**src/rtl/serial_to_parallel.sv**
```systemverilog
// serial_to_parallel: reassembles a qualified serial bit stream into WIDTH-bit words
// behind a single-entry valid/ready holding register with a sticky overrun flag.
module serial_to_parallel #(
    parameter int WIDTH = 4,
    parameter bit MSB_FIRST = 1'b1,
    localparam int CW = $clog2(WIDTH)
) (
    input  logic             clk,
    input  logic             rst,
    input  logic             s_data,
    input  logic             s_valid,
    input  logic             flush,
    output logic [WIDTH-1:0] p_data,
    output logic             p_valid,
    input  logic             p_ready,
    output logic [CW-1:0]    bit_count,
    output logic             busy,
    output logic             overrun
);
    typedef enum logic {IDLE, SHIFT} state_t;
    state_t           state_q;
    logic [CW-1:0]    cnt_q;
    logic [WIDTH-1:0] sr_q, shift_d, p_data_q;
    logic             p_valid_q, ovr_q, accept, done, free;
    always_comb begin
        accept  = s_valid && !flush;
        shift_d = MSB_FIRST ? {sr_q[WIDTH-2:0], s_data} : {s_data, sr_q[WIDTH-1:1]};
        done    = accept && (cnt_q == CW'(WIDTH - 1));
        free    = !p_valid_q || p_ready;
    end
    always_ff @(posedge clk) begin
        if (rst) begin
            state_q   <= IDLE;
            cnt_q     <= '0;
            sr_q      <= '0;
            p_data_q  <= '0;
            p_valid_q <= 1'b0;
            ovr_q     <= 1'b0;
        end else begin
            if (flush) begin
                state_q <= IDLE;
                cnt_q   <= '0;
                sr_q    <= '0;
                ovr_q   <= 1'b0;
            end else if (done) begin
                state_q <= IDLE;
                cnt_q   <= '0;
                sr_q    <= '0;
                ovr_q   <= ovr_q | !free;
            end else if (accept) begin
                state_q <= SHIFT;
                cnt_q   <= cnt_q + 1'b1;
                sr_q    <= shift_d;
            end
            // a completion into a free register wins over the consumer draining it
            if (done && free) begin
                p_data_q  <= shift_d;
                p_valid_q <= 1'b1;
            end else if (p_ready) begin
                p_valid_q <= 1'b0;
            end
        end
    end
    assign p_data    = p_data_q;
    assign p_valid   = p_valid_q;
    assign bit_count = cnt_q;
    assign busy      = (state_q == SHIFT);
    assign overrun   = ovr_q;
endmodule

```
**config.mk**
```make
export PLATFORM = sky130hd
export DESIGN_NAME = serial_to_parallel
export DESIGN_NICKNAME = d
export VERILOG_FILES = /design/src/rtl/serial_to_parallel.sv
export SDC_FILE = /design/constraint.sdc
export NUM_CORES = 1
export LEC_CHECK = 0
export BUFFER_PORTS_ARGS = -buffer_cell sky130_fd_sc_hd__buf_2
export CORE_AREA = 2 2 39 41
export DETAILED_ROUTE_END_ITERATION = 7
export DIE_AREA = 0 0 41 43
export GPL_TIMING_DRIVEN = 1
export SLEW_MARGIN = 0
export SYNTH_ARGS = -nofsm -noshare
export SYNTH_HDL_FRONTEND = slang
export SYNTH_SLANG_ARGS = --single-unit
```
**constraint.sdc**
```tcl
create_clock -name clk -period 1.8 [get_ports clk]
set_clock_uncertainty 0.2 [all_clocks]
set_input_delay 0.27 -clock clk [delete_from_list [all_inputs] [get_ports clk]]
set_output_delay 0.27 -clock clk [all_outputs]
set_load 0.1 [all_outputs]
```
# Yosys cells after proc, flatten, opt, wreduce, memory -nomap -nowiden
# Index checks and enable logic that the tools add are counted.
[word_totals] ff_bits=12 in_bits=6 out_inout_bits=9
[classes] add_sub_neg=1 n_eq_ne=1 muxes=2 bitwise=1 reduce_logical=10
[ops] cell="logical AND 1 bit" n=3
[ops] cell="zero test 1 bit" n=3
[ops] cell="OR reduction 3 bit" n=1
[ops] cell="adder 2 x 1 -> 2 bit (second input constant)" n=1
[ops] cell="== test 2 bit (second input constant)" n=1
[ops] cell="two-way mux 1 bit" n=2
[ops] cell="nonzero test 2 bit" n=1
[ops] cell="OR reduction 2 bit" n=1
[ops] cell="logical OR 1 bit" n=1
[ops] cell="bitwise OR 1 bit" n=1

# Longest topological paths before layout
# Gate-level depths: netlist of the first run.
[logic_depth] ltp_word=5 ltp_mapped=4 ltp_nobuf=4

# Worst setup path after synthesis of the first run
# OpenSTA, ideal clock, no wires.
[synth_path] path_type="register to register" startpoint="reg cnt_q[0] (netlist: bit_count[0])" endpoint="reg p_data_q[0] (netlist: p_data[0])" arrival_ns=1.893 required_ns=1.528 setup_slack_ns=-0.364 stages_incl_launch_ff=5 period_less_slack_ns=2.164 cell_sequence="dfxtp_1 -> ha_1 -> nand2_2 -> nor3_4 -> mux2i_1"
[synth_via] elab_chain_len=3
[synth_lines] item="start, declared" line="22" source="logic [CW-1:0] cnt_q;"
[synth_lines] item="start signal, assigned" line="52" source="cnt_q <= cnt_q + 1'b1;"
[synth_lines] item="== test 2 bit" line="28" source="done = accept && (cnt_q == CW'(WIDTH - 1));"
[synth_lines] item="logical AND 1 bit" line="28"
[synth_lines] item="logical AND 1 bit" line="56" source="if (done && free) begin"
[synth_lines] item="end signal, assigned" line="57" source="p_data_q <= shift_d;"
[synth_lines] item="end, declared" line="23" source="logic [WIDTH-1:0] sr_q, shift_d, p_data_q;"
# No other way between the ends.
# A chain may end at the register's enable or synchronous reset.

# Final worst setup path of the first run
[layout_path] startpoint="reg cnt_q[0] (netlist: bit_count[0])" endpoint="reg p_data_q[2] (netlist: p_data[2])"
# Same word-level chain as after synthesis.

==> impl_summary.md, run 1 <==
CTS
At the later pin of the worst-skew pair, clock insertion delay measures 0.27 ns. Buffers added to address setup during post-CTS repair amount to 0. The root buffer cell chosen for the clock tree is sky130_fd_sc_hd__clkbuf_4. In this run the number of H-tree levels came out at 1. The number of hold buffers added after CTS was 0. The clock slew at the register clock pins of the worst setup and hold paths is 0.07 ns. The clock passes through at most 2 buffers. The tree built by TritonCTS fans out to 12 sinks. The number of gates resized after CTS is 0. Clock tree synthesis inserted a total of 3 buffers. The clock tree from TritonCTS is yes.

Global route
The met1 global-route usage is 14.0%. The total global routing overflow is 0. The wire length of the first global-routing pass is 1430 um. For this run, the total global-route usage over all layers was measured as 12.8%.

After global routing, the most crowded layer is met2. Entering global routing, the biggest net connects 11 pins. The number of antenna violations at the first check in global routing is 0. In the global route stage, met3 resource usage came out at 9.42%. The via count of the first global-routing pass is 348. Global routing used 17.8% of the available met2 tracks.

Hold path
The path with the worst hold slack has its endpoint at p_data[0]$_SDFFE_PP0P_. The launch instance of the worst min-delay path is s_data. In this run the worst hold path is classified as in2reg. Counting instances, the worst hold path has a depth of 3.

Route
The number of DRC violations after detailed-routing iteration 0 is 3. The post-route antenna net violation count is 0. The final routed wirelength across all metal layers is 922 um.

Dividing the detail-routed via count by the number of cells gives 4.69. The via count is 399. For this run, design rule violations remaining after detail routing come to 0. The average wire length per cell after detail routing is 10.8 um. The first detailed-routing pass ran for 4 iterations.

Placement
The post-placement cell count is 81. Buffers placed on the I/O ports in this run total 14. The global placement routability congestion is 0.682. Detailed placement ended at an HPWL of 655 um. Prior to clock tree synthesis, the placed netlist has a worst setup slack of 0.269 ns. The cell area reported after detailed placement is 594 um2.

Timing
The final worst setup slack is 0.267 ns. At the pin with the least slew margin, the transition time is 0.484 ns. The time the worst path needs with I/O delays and setup is 1.53 ns. The final setup violation count is 0. The max-slew violation count is 0. The worst hold margin is 0.0756 ns. The max-slew headroom at the worst pin is 67.9%. The maximum clock frequency is 653 MHz.

The final hold violation count is 0. Setup repair after global routing left no endpoint under its margin. After layout, the worst path uses 85.1% of the clock period.

The summed negative setup slack over all endpoints is 0 ns.

Floorplan
The floorplan step defined a die boundary enclosing 1760 um2. 15 I/O pins were placed. The floorplan step defined a core boundary enclosing 1380 um2. The chip width is 41 um. In this run the vertical extent of the chip is 43 um.

The number of placement rows is 14. Once the floorplan was initialized, standard cells occupied 36.6% of the core.

Logic synthesis
The synthesized netlist occupies a cell area of 507 um2. The post-synthesis xor/xnor area fraction is 0%. Sorting the synthesized cells by area gives the leading types as sky130_fd_sc_hd__dfxtp_1, sky130_fd_sc_hd__nand2b_1, sky130_fd_sc_hd__mux2i_1, sky130_fd_sc_hd__nand3b_1, sky130_fd_sc_hd__a21oi_1. The post-synthesis share of cell area spent on and, or, nand and nor gates is 30.1%. The number of flip-flops and latches in the synthesized netlist is 12.

After synthesis, the netlist uses 19 different library cells. The largest area contributor in the netlist is sky130_fd_sc_hd__dfxtp_1. The synthesized area per cell is 9.56 um2. The top cell type by area accounts for 47.4% of the synthesized area. The synthesized netlist devotes 9.14% of its cell area to compound gates. The count of mapped cells out of synthesis is 53. By area, the combinational part of the netlist is dominated by simple AND/OR/NAND/NOR gates.

The synthesized net count is 60. The share of the Yosys chip area taken by registers is 47.4%. The count of synthesis-stage warnings from yosys is 0. Of the total synthesized cell area, the portion taken by full adders, half adders and majority gates is 2.47%. Multiplexer cells account for 7.90% of the synthesized area.

Layout
Relative to the synthesized area, the layout overhead comes to 22.5%. The final non-filler cell total is 85. The finished layout cell area is 621 um2. Cells with a size suffix above 1 make up 34.8% of the layout.

The antenna cell count is 0. The library cell used most frequently in the layout, excluding fill and tap cells, is sky130_fd_sc_hd__buf_2. In the layout the commonest cells are sky130_fd_sc_hd__buf_2, sky130_fd_sc_hd__dfxtp_1, sky130_fd_sc_hd__nand2b_1, sky130_fd_sc_hd__a21oi_1. Counting the fill cells in the layout gives 153.

The number of nets in the finished design is 77. At the end of the flow the core is filled with cells to 44.8%.

Worst setup path
In this design, the stage delay of the slowest critical-path cell is 0.36 ns. The worst setup path is launched from a flop. The endpoint of the worst-slack reg-to-reg timing path is p_data[2]$_SDFFE_PP0P_. Counting cells, the worst reg-to-reg path comes to 4. The most critical setup path has its startpoint at bit_count[0]$_SDFFE_PP0P_.

The standard cell with the maximum stage delay on the critical path is sky130_fd_sc_hd__dfxtp_4. The signal on the critical path passes through ha_1 > nand2_2 > nor3_4 > mux2i_1. At the worst endpoint, the arrival time is 1.54 ns. In this run the critical register-to-register path is launched from bit_count[0]$_SDFFE_PP0P_. The maximum fanout along the worst path is 7. The kind of critical path is reg2reg. Across all register-to-register paths, the minimum setup slack is 0.27 ns. The required time reported for the critical path endpoint is 1.80 ns. The sort of element at the end of the critical path is a flop.

Power
In this run the power density over the cells is 790 nW/um2. The leakage component of the power is 0.251 nW. The post-route total power is 0.490 mW. The maximum VDD drop is 0.000381 V.

Job
The max-cap check violation count is 0.

Status
The run finished with clean final reports.
## cell families (layout without fill, tap and decap cells)
family	after synthesis	after routing
compound gates	8	8
fa+ha+maj	1	1
buf+inv	3	19
flops	12	12
mux	4	4
simple gates	25	25
## area by class of cell
cell class	instances	area [um2]	share of cell area [%]
flip-flops and latches	12	249	40.1
clock buffers	4	26.3	4.23
inverters	1	3.75	0.605
well taps	16	20.0	3.23
multi-input cells	38	251	40.5
repair buffers	14	70.1	11.3
## synth_stat cells (all sizes together)
master / n
a21oi: 5
nand2b: 8
nor2: 4
mux2i: 4
a31oi: 1
inv: 1
o21ai: 1
dfxtp: 12
nor3: 1
nor2b: 1
nor3b: 1
or2: 1
o21ba: 1
nand2: 5
clkbuf: 1
nand3b: 4
buf: 1
ha: 1
## power breakdown
part	total, mW	switching, mW	leakage, nW	internal [mW]
Clock	0.174	0.0880	0.0150	0.0859
Combinational	0.0470	0.0334	0.137	0.0136
Sequential	0.269	0.00258	0.0991	0.267
## worst max-delay path: cells and delay by family (launching register included)
family	cells	cell delay [ns]
adders and majority gates	1	0.27
muxes	1	0.22
DFF	1	0.36
and+or+nand+nor	2	0.42
## sequential cells by signal (all words and copies together) (netlist names)
name,cells
bit_count,2
busy,1
overrun,1
p_data,4
p_valid,1
sr_q,3
## how the worst max path moves through the flow
stage,endpoint,slack [ns]
after global routing,p_data[2]$_SDFFE_PP0P_,0.15
after floorplan,p_data[0]$_SDFFE_PP0P_,0.16
after global placement,p_data[3]$_SDFFE_PP0P_,0.32
final,p_data[2]$_SDFFE_PP0P_,0.27
after CTS,p_data[2]$_SDFFE_PP0P_,0.24
after detailed placement,p_data[2]$_SDFFE_PP0P_,0.27
## metal layers
metal | up-vias | routed length [um] | part of all wire, %
li1 | 209 | - | -
met3 | 2 | 70 | 7.6
met1 | 175 | 430 | 47
met2 | 13 | 408 | 44
met5 | - | 0 | 0
met4 | 0 | 13 | 1.4
(Power assumes the default switching activity.)
==> inputs of run 2 (changes only) <==
==> constraint.sdc (replaced) <==
create_clock -name clk -period 1.29 [get_ports clk]
set_clock_uncertainty 0.2 [all_clocks]
set_input_delay 0.1935 -clock clk [delete_from_list [all_inputs] [get_ports clk]]
set_output_delay 0.1935 -clock clk [all_outputs]
set_load 0.1 [all_outputs]
==> run 2 against run 1 <==
The flow now finishes with violations (setup timing); routed wire length grew 13%; via count grew 13%; die area did not move; sequential share of layout area is 10 points lower; global-route usage rose by 2.4 points; setup slack lost 0.31 ns; first-iteration DRC count is 100% higher; largest cell class unchanged; highest routed layer unchanged.
==> impl_summary.md, run 2 (synthesized netlist as in run 1, its figures left out) <==
Worst setup path
The maximum fanout along the worst path is 4 (-3). The critical path starts at bit_count[0]$_SDFFE_PP0P_. By startpoint and endpoint, the worst setup path is classified as reg2reg.

STA classifies the critical path startpoint as a flop. The cell depth of the worst flop-to-flop path is 4 (unchanged). The sort of element at the end of the critical path is a flop.

The required time reported for the critical path endpoint is 1.29 ns (-0.51 ns). The worst register-to-register path begins at bit_count[0]$_SDFFE_PP0P_. The data arrival at the endpoint of the critical path came to 1.33 ns (-0.21 ns).

Layout
The register cell area after layout is 254 um2 (+2.0%). The count of filler cells inserted in the layout was 125 (-18%). The final non-filler cell total is 91 (+7.1%). The multi-input logic area is 277 um2 (+10%). The finished layout cell area is 843 um2 (+36%). The flip-flop count of the largest register after layout was 4 (unchanged). The fraction of layout cells with a size suffix above 1 came to 46.7% (+12 points). The number of nets in the finished design came to 83 (+7.8%). The antenna cell count is 0 (unchanged). The commonest non-fill, non-tap cell in the layout is sky130_fd_sc_hd__buf_12. In the layout the commonest cells are sky130_fd_sc_hd__buf_12, sky130_fd_sc_hd__nand2b_1, sky130_fd_sc_hd__dfxtp_1. From synthesis to final layout, the design area changed by 66.4%.

Timing
The ratio of final minimum period to clock period is 103% (+18 points). The max-slew headroom at the worst pin is 81.6% (+14 points). The max-slew violation count is 0 (unchanged). The final worst setup slack is -0.0405 ns (-0.308 ns). The time the worst path needs with I/O delays and setup is 1.33 ns (-0.202 ns). The final hold violation count is 0 (unchanged). The final setup violation count is 6 (+6). The summed negative setup slack over all endpoints came to -0.186 ns (-0.186 ns). Setup repair after global routing could not meet its margin everywhere. The actual slew at the worst max-slew pin is 0.275 ns (-0.210 ns). The maximum clock frequency is 752 MHz (+15%).

CTS
The number of clock sinks came to 12 (unchanged). The clock insertion delay at the later pin of the skew report is 0.27 ns (about the same). The number of setup buffers added after CTS is 0 (unchanged).

The number of clock buffers inserted by TritonCTS is 3 (unchanged). The clock slew at the register clock pins of the worst setup and hold paths is 0.08 ns (about the same). The clock tree buffer depth came to 2 (unchanged).

The clock tree from TritonCTS is yes. The number of H-tree branching levels came to 1 (unchanged). The buffer cell driving the clock tree root is sky130_fd_sc_hd__clkbuf_4.

Placement
The cell area reported after detailed placement is 792 um2 (+33%). The global placement routability congestion was 0.698 (+2.4%). The HPWL after detailed placement is 783 um (+20%). The post-placement cell count is 86 (+6.2%). The number of port buffers came to 14 (unchanged).

Power
The leakage component of the power is 0.321 nW (+28%). The power density normalized to cell area is 902 nW/um2 (+14%). The post-route total power is 0.761 mW (+55%). The maximum VDD drop was 0.000673 V (+77%).

Hold path
The launch instance of the worst min-delay path is flush. The number of stages on the worst hold path is 3 (unchanged). The tightest min-delay check is of the in2reg type.

Floorplan
The initial core utilization is 36.6% (unchanged). The top-level I/O count was 15 (unchanged). The chip width came to 41 um (unchanged). The number of placement rows is 14 (unchanged). The total die area was 1760 um2 (unchanged).

The core box area came to 1380 um2 (unchanged). The die extent in y is 43 um (unchanged).

Global route
The wire length of the first global-routing pass came to 1810 um (+27%). The via count of the first global-routing pass is 410 (+18%). The total global routing overflow was 0 (unchanged). The maximum number of pins on one net before global-route repair is 11 (unchanged). The overall fraction of global-route tracks in use is 15.2% (+2.4 points). The number of antenna violations at the first check in global routing is 0 (unchanged).

Job
The max-cap check violation count came to 0 (unchanged).

Route
The number of remaining DRC errors was 0 (unchanged). The via count was 449 (+13%). The final routed wirelength across all metal layers is 1040 um (+13%).

The detailed-router iteration count before antenna repair came to 4 (unchanged). The post-route antenna net violation count is 0 (unchanged). The number of DRC violations after detailed-routing iteration 0 is 6 (+3). The via density per instance was 4.93 (+5.1%). The average wire length per cell after detail routing came to 11.5 um (+5.8%).

Status
The checks that failed: setup timing. The flow ran to the end, but the final reports show violations.
-- run 2: what timing repair did --
| item | in CTS | in global routing |
|---|---|---|
| gates resized for setup | 0 | 1 |
| hold buffers | 1 | 0 |
| setup endpoints to repair | 6 | 7 |
| endpoints found under the hold margin | 2 | 0 |
| pin swaps | 2 | 1 |
-- run 2: path summary, 6_finish.rpt --
check	end	slack (ns)
setup / recovery	p_data[1]$_SDFFE_PP0P_	-0.04
hold / removal	p_data[2]$_SDFFE_PP0P_	0.06
setup reg to reg	p_data[1]$_SDFFE_PP0P_	-0.04
hold reg to reg	sr_q[2]$_SDFFE_PP0P_	0.27
-- run 2: through the flow --
stage / worst slack, ns / util, % / hold WS (ns)
floorplan: -0.252 / - / 0.148
global placement: -0.0202 / 57.2 / 0.247
detailed placement: -0.0452 / 57.2 / 0.255
CTS: -0.0545 / 60.6 / 0.0595
global route: -0.137 / 60.9 / 0.0732
finish: -0.0405 / 60.9 / 0.0608
-- run 2: worst max-delay path: stages (launching register included) --
cell and delay, ns:
sky130_fd_sc_hd__dfxtp_4 0.36, sky130_fd_sc_hd__ha_4 0.15, sky130_fd_sc_hd__nand2_4 0.06, sky130_fd_sc_hd__nor3_4 0.27, sky130_fd_sc_hd__mux2i_1 0.22
-- run 2: area by class of cell --
cell class	count	share of cell area (%)
clock buffers	4	4.30
inverters	1	0.445
multi-input cells	38	32.8
flip-flops and latches	12	30.1
well taps	16	2.37
repair buffers	20	30.0
-- run 2: where the power goes --
group          leakage (nW)  total, mW  internal (mW)  switching (mW)
registers             0.100      0.375          0.370         0.00452
logic                 0.200     0.0885         0.0371          0.0513
clock network        0.0210      0.298          0.171           0.126
total                 0.321      0.761          0.579           0.182
-- run 2: metal layers --
metal	vias to the layer above	track usage [%]	share of wire (%)
li1	222	-	-
met2	15	19.7	50
met4	0	10.0	0.86
met1	210	20.7	43
met3	2	4.71	6.1
met5	-	0	0
==> inputs of run 3 (changes only) <==
--- a/config.mk
+++ b/config.mk
@@ -10,6 +10,7 @@
 export DETAILED_ROUTE_END_ITERATION = 7
 export DIE_AREA = 0 0 41 43
 export GPL_TIMING_DRIVEN = 1
+export RECOVER_POWER = 100
 export SLEW_MARGIN = 0
 export SYNTH_ARGS = -nofsm -noshare
 export SYNTH_HDL_FRONTEND = slang
==> run 3 against run 2 <==
The flow still finishes with violations (setup timing); fmax barely moved; largest cell class unchanged; final cell count unchanged; critical path type unchanged; register-to-register slack about the same; clock power about the same; hold slack did not move; critical path depth unchanged; largest power group unchanged; design area down 6.8%; power shrank 0.44%.
==> impl_summary.md, run 3 (synthesized netlist as in run 1, its figures left out) <==
Status
The flow ran to the end, but the final reports show violations. The final reports fail on setup timing.

Power
The leakage component of the power is 0.308 nW (-4.1%). The maximum VDD drop was 0.000670 V (-0.48%). The post-route total power is 0.757 mW (-0.44%).

The power density normalized to cell area is 964 nW/um2 (+6.9%).

Timing
The ratio of final minimum period to clock period is 103% (about the same). The worst hold margin came to 0.0608 ns (unchanged). The final hold violation count came to 0 (unchanged). The time the worst path needs with I/O delays and setup came to 1.33 ns (+0.000214 ns). The maximum clock frequency is 751 MHz (about the same). The final worst setup slack is -0.0407 ns (-0.000214 ns). The max-slew headroom at the worst pin came to 81.6% (about the same). The max-slew violation count is 0 (unchanged). The actual slew at the worst max-slew pin is 0.275 ns (+0.00000405 ns). The final setup violation count is 6 (unchanged). Setup repair after global routing could not meet its margin everywhere.

Layout
The count of filler cells inserted in the layout is 140 (+12%). Leaving out fill and tap cells, the most frequent cells in the layout are sky130_fd_sc_hd__nand2b_1, sky130_fd_sc_hd__dfxtp_1, sky130_fd_sc_hd__buf_6. The flip-flop count of the largest register after layout is 4 (unchanged). The antenna cell count was 0 (unchanged). The number of nets in the finished design is 83 (unchanged). From synthesis to final layout, the design area changed by 55.1%. The fraction of layout cells with a size suffix above 1 is 46.7% (unchanged). The library cell used most frequently in the layout, excluding fill and tap cells, is sky130_fd_sc_hd__nand2b_1.

CTS
The number of clock buffers inserted by TritonCTS was 3 (unchanged). TritonCTS built the clock tree. The number of setup buffers added after CTS is 0 (unchanged). The number of H-tree branching levels came to 1 (unchanged). The clock tree buffer depth came to 2 (unchanged).

The clock slew at the register clock pins of the worst setup and hold paths is 0.08 ns (about the same). The number of clock sinks is 12 (unchanged). The buffer cell driving the clock tree root is sky130_fd_sc_hd__clkbuf_4. The clock insertion delay at the later pin of the skew report was 0.27 ns (about the same).

Floorplan
The core box area is 1380 um2 (unchanged). The initial core utilization was 36.6% (unchanged). The top-level I/O count is 15 (unchanged). The total die area is 1760 um2 (unchanged). The number of placement rows is 14 (unchanged). The die extent in y is 43 um (unchanged). The chip width is 41 um (unchanged).

Worst setup path
The cell depth of the worst flop-to-flop path is 4 (unchanged). The maximum fanout along the worst path is 4 (unchanged). The worst setup path is launched from a flop. The kind of critical path is reg2reg. The data arrival at the endpoint of the critical path came to 1.33 ns (about the same). STA classifies the critical path endpoint as a flop. In this run the worst setup path begins at bit_count[0]$_SDFFE_PP0P_. The required time reported for the critical path endpoint is 1.29 ns (about the same).

The worst register-to-register path begins at bit_count[0]$_SDFFE_PP0P_.

Hold path
The launch instance of the worst min-delay path is flush. The number of stages on the worst hold path is 3 (unchanged). The type of the most critical hold path is in2reg.

Route
The via count is 448 (-0.22%). The number of DRC violations after detailed-routing iteration 0 was 6 (unchanged). The post-route antenna net violation count is 0 (unchanged). The via density per instance came to 4.92 (-0.22%).

The average wire length per cell after detail routing came to 11.6 um (+1.1%). The final routed wirelength across all metal layers is 1060 um (+1.1%). The detailed-router iteration count before antenna repair is 4 (unchanged).

The number of remaining DRC errors is 0 (unchanged).

Placement
The HPWL after detailed placement is 783 um (unchanged). The worst setup slack before clock tree synthesis is -0.0452 ns (unchanged). The number of port buffers is 14 (unchanged). The global placement routability congestion is 0.698 (unchanged).

Global route
The total global routing overflow is 0 (unchanged). The maximum number of pins on one net before global-route repair came to 11 (unchanged). The overall fraction of global-route tracks in use was 15.2% (unchanged).

The number of antenna violations at the first check in global routing is 0 (unchanged). The via count of the first global-routing pass came to 410 (unchanged). The wire length of the first global-routing pass is 1810 um (unchanged).

Job
The max-cap check violation count is 0 (unchanged).
-- run 3: repair_timing --
action / in CTS / in global routing
gates resized for setup: 0 / 1
hold buffers: 1 / 0
cloned: 0 / 0
endpoints found under the setup margin: 6 / 7
hold endpoints to repair: 2 / 0
pin swaps: 2 / 1
-- run 3: layout make-up --
type | count | area (um2) | share of cell area [%]
Clock buffer | 4 | 36.3 | 4.62
Tap cell | 16 | 20.0 | 2.55
Multi-Input combinational cell | 38 | 277 | 35.2
Timing Repair Buffer | 20 | 195 | 24.8
Sequential cell | 12 | 254 | 32.3
Inverter | 1 | 3.75 | 0.478
-- run 3: through the flow --
| stage | instances | utilization (%) | TNS (ns) | area, um2 |
|---|---|---|---|---|
| 2_1_floorplan | 53 | - | -1.12 | 541 |
| 3_3_place_gp | 86 | 57.2 | -0.0202 | 792 |
| 3_5_place_dp | 86 | 57.2 | -0.143 | 792 |
| 4_1_cts | 91 | 60.6 | -0.268 | 838 |
| 5_1_grt | 91 | 56.8 | -0.617 | 786 |
| 6_report | 91 | 56.8 | -0.189 | 786 |
-- run 3: worst max-delay path: stages (launching register included) --
cell,delay (ns)
sky130_fd_sc_hd__dfxtp_4,0.36
sky130_fd_sc_hd__ha_4,0.15
sky130_fd_sc_hd__nand2_4,0.06
sky130_fd_sc_hd__nor3_4,0.27
sky130_fd_sc_hd__mux2i_1,0.22
-- run 3: power breakdown --
group	switching (mW)	internal (mW)	leakage, nW
Combinational	0.0513	0.0343	0.186
Clock	0.126	0.171	0.0210
Sequential	0.00398	0.370	0.100
-- run 3: final timing paths --
| path | to | slack [ns] |
|---|---|---|
| worst max-delay path | p_data[1]$_SDFFE_PP0P_ | -0.04 |
| worst min-delay path | p_data[2]$_SDFFE_PP0P_ | 0.06 |
| worst max register to register | p_data[1]$_SDFFE_PP0P_ | -0.04 |
| worst min register to register | sr_q[2]$_SDFFE_PP0P_ | 0.27 |
-- run 3: layer usage --
metal	vias to the layer above	share of wire (%)	track usage [%]	wire length [um]
met2	15	49	19.7	517
met1	209	43	20.7	457
met5	-	0	0	0
met3	2	6.7	4.71	71
met4	0	0.85	10.0	9
li1	222	-	-	-
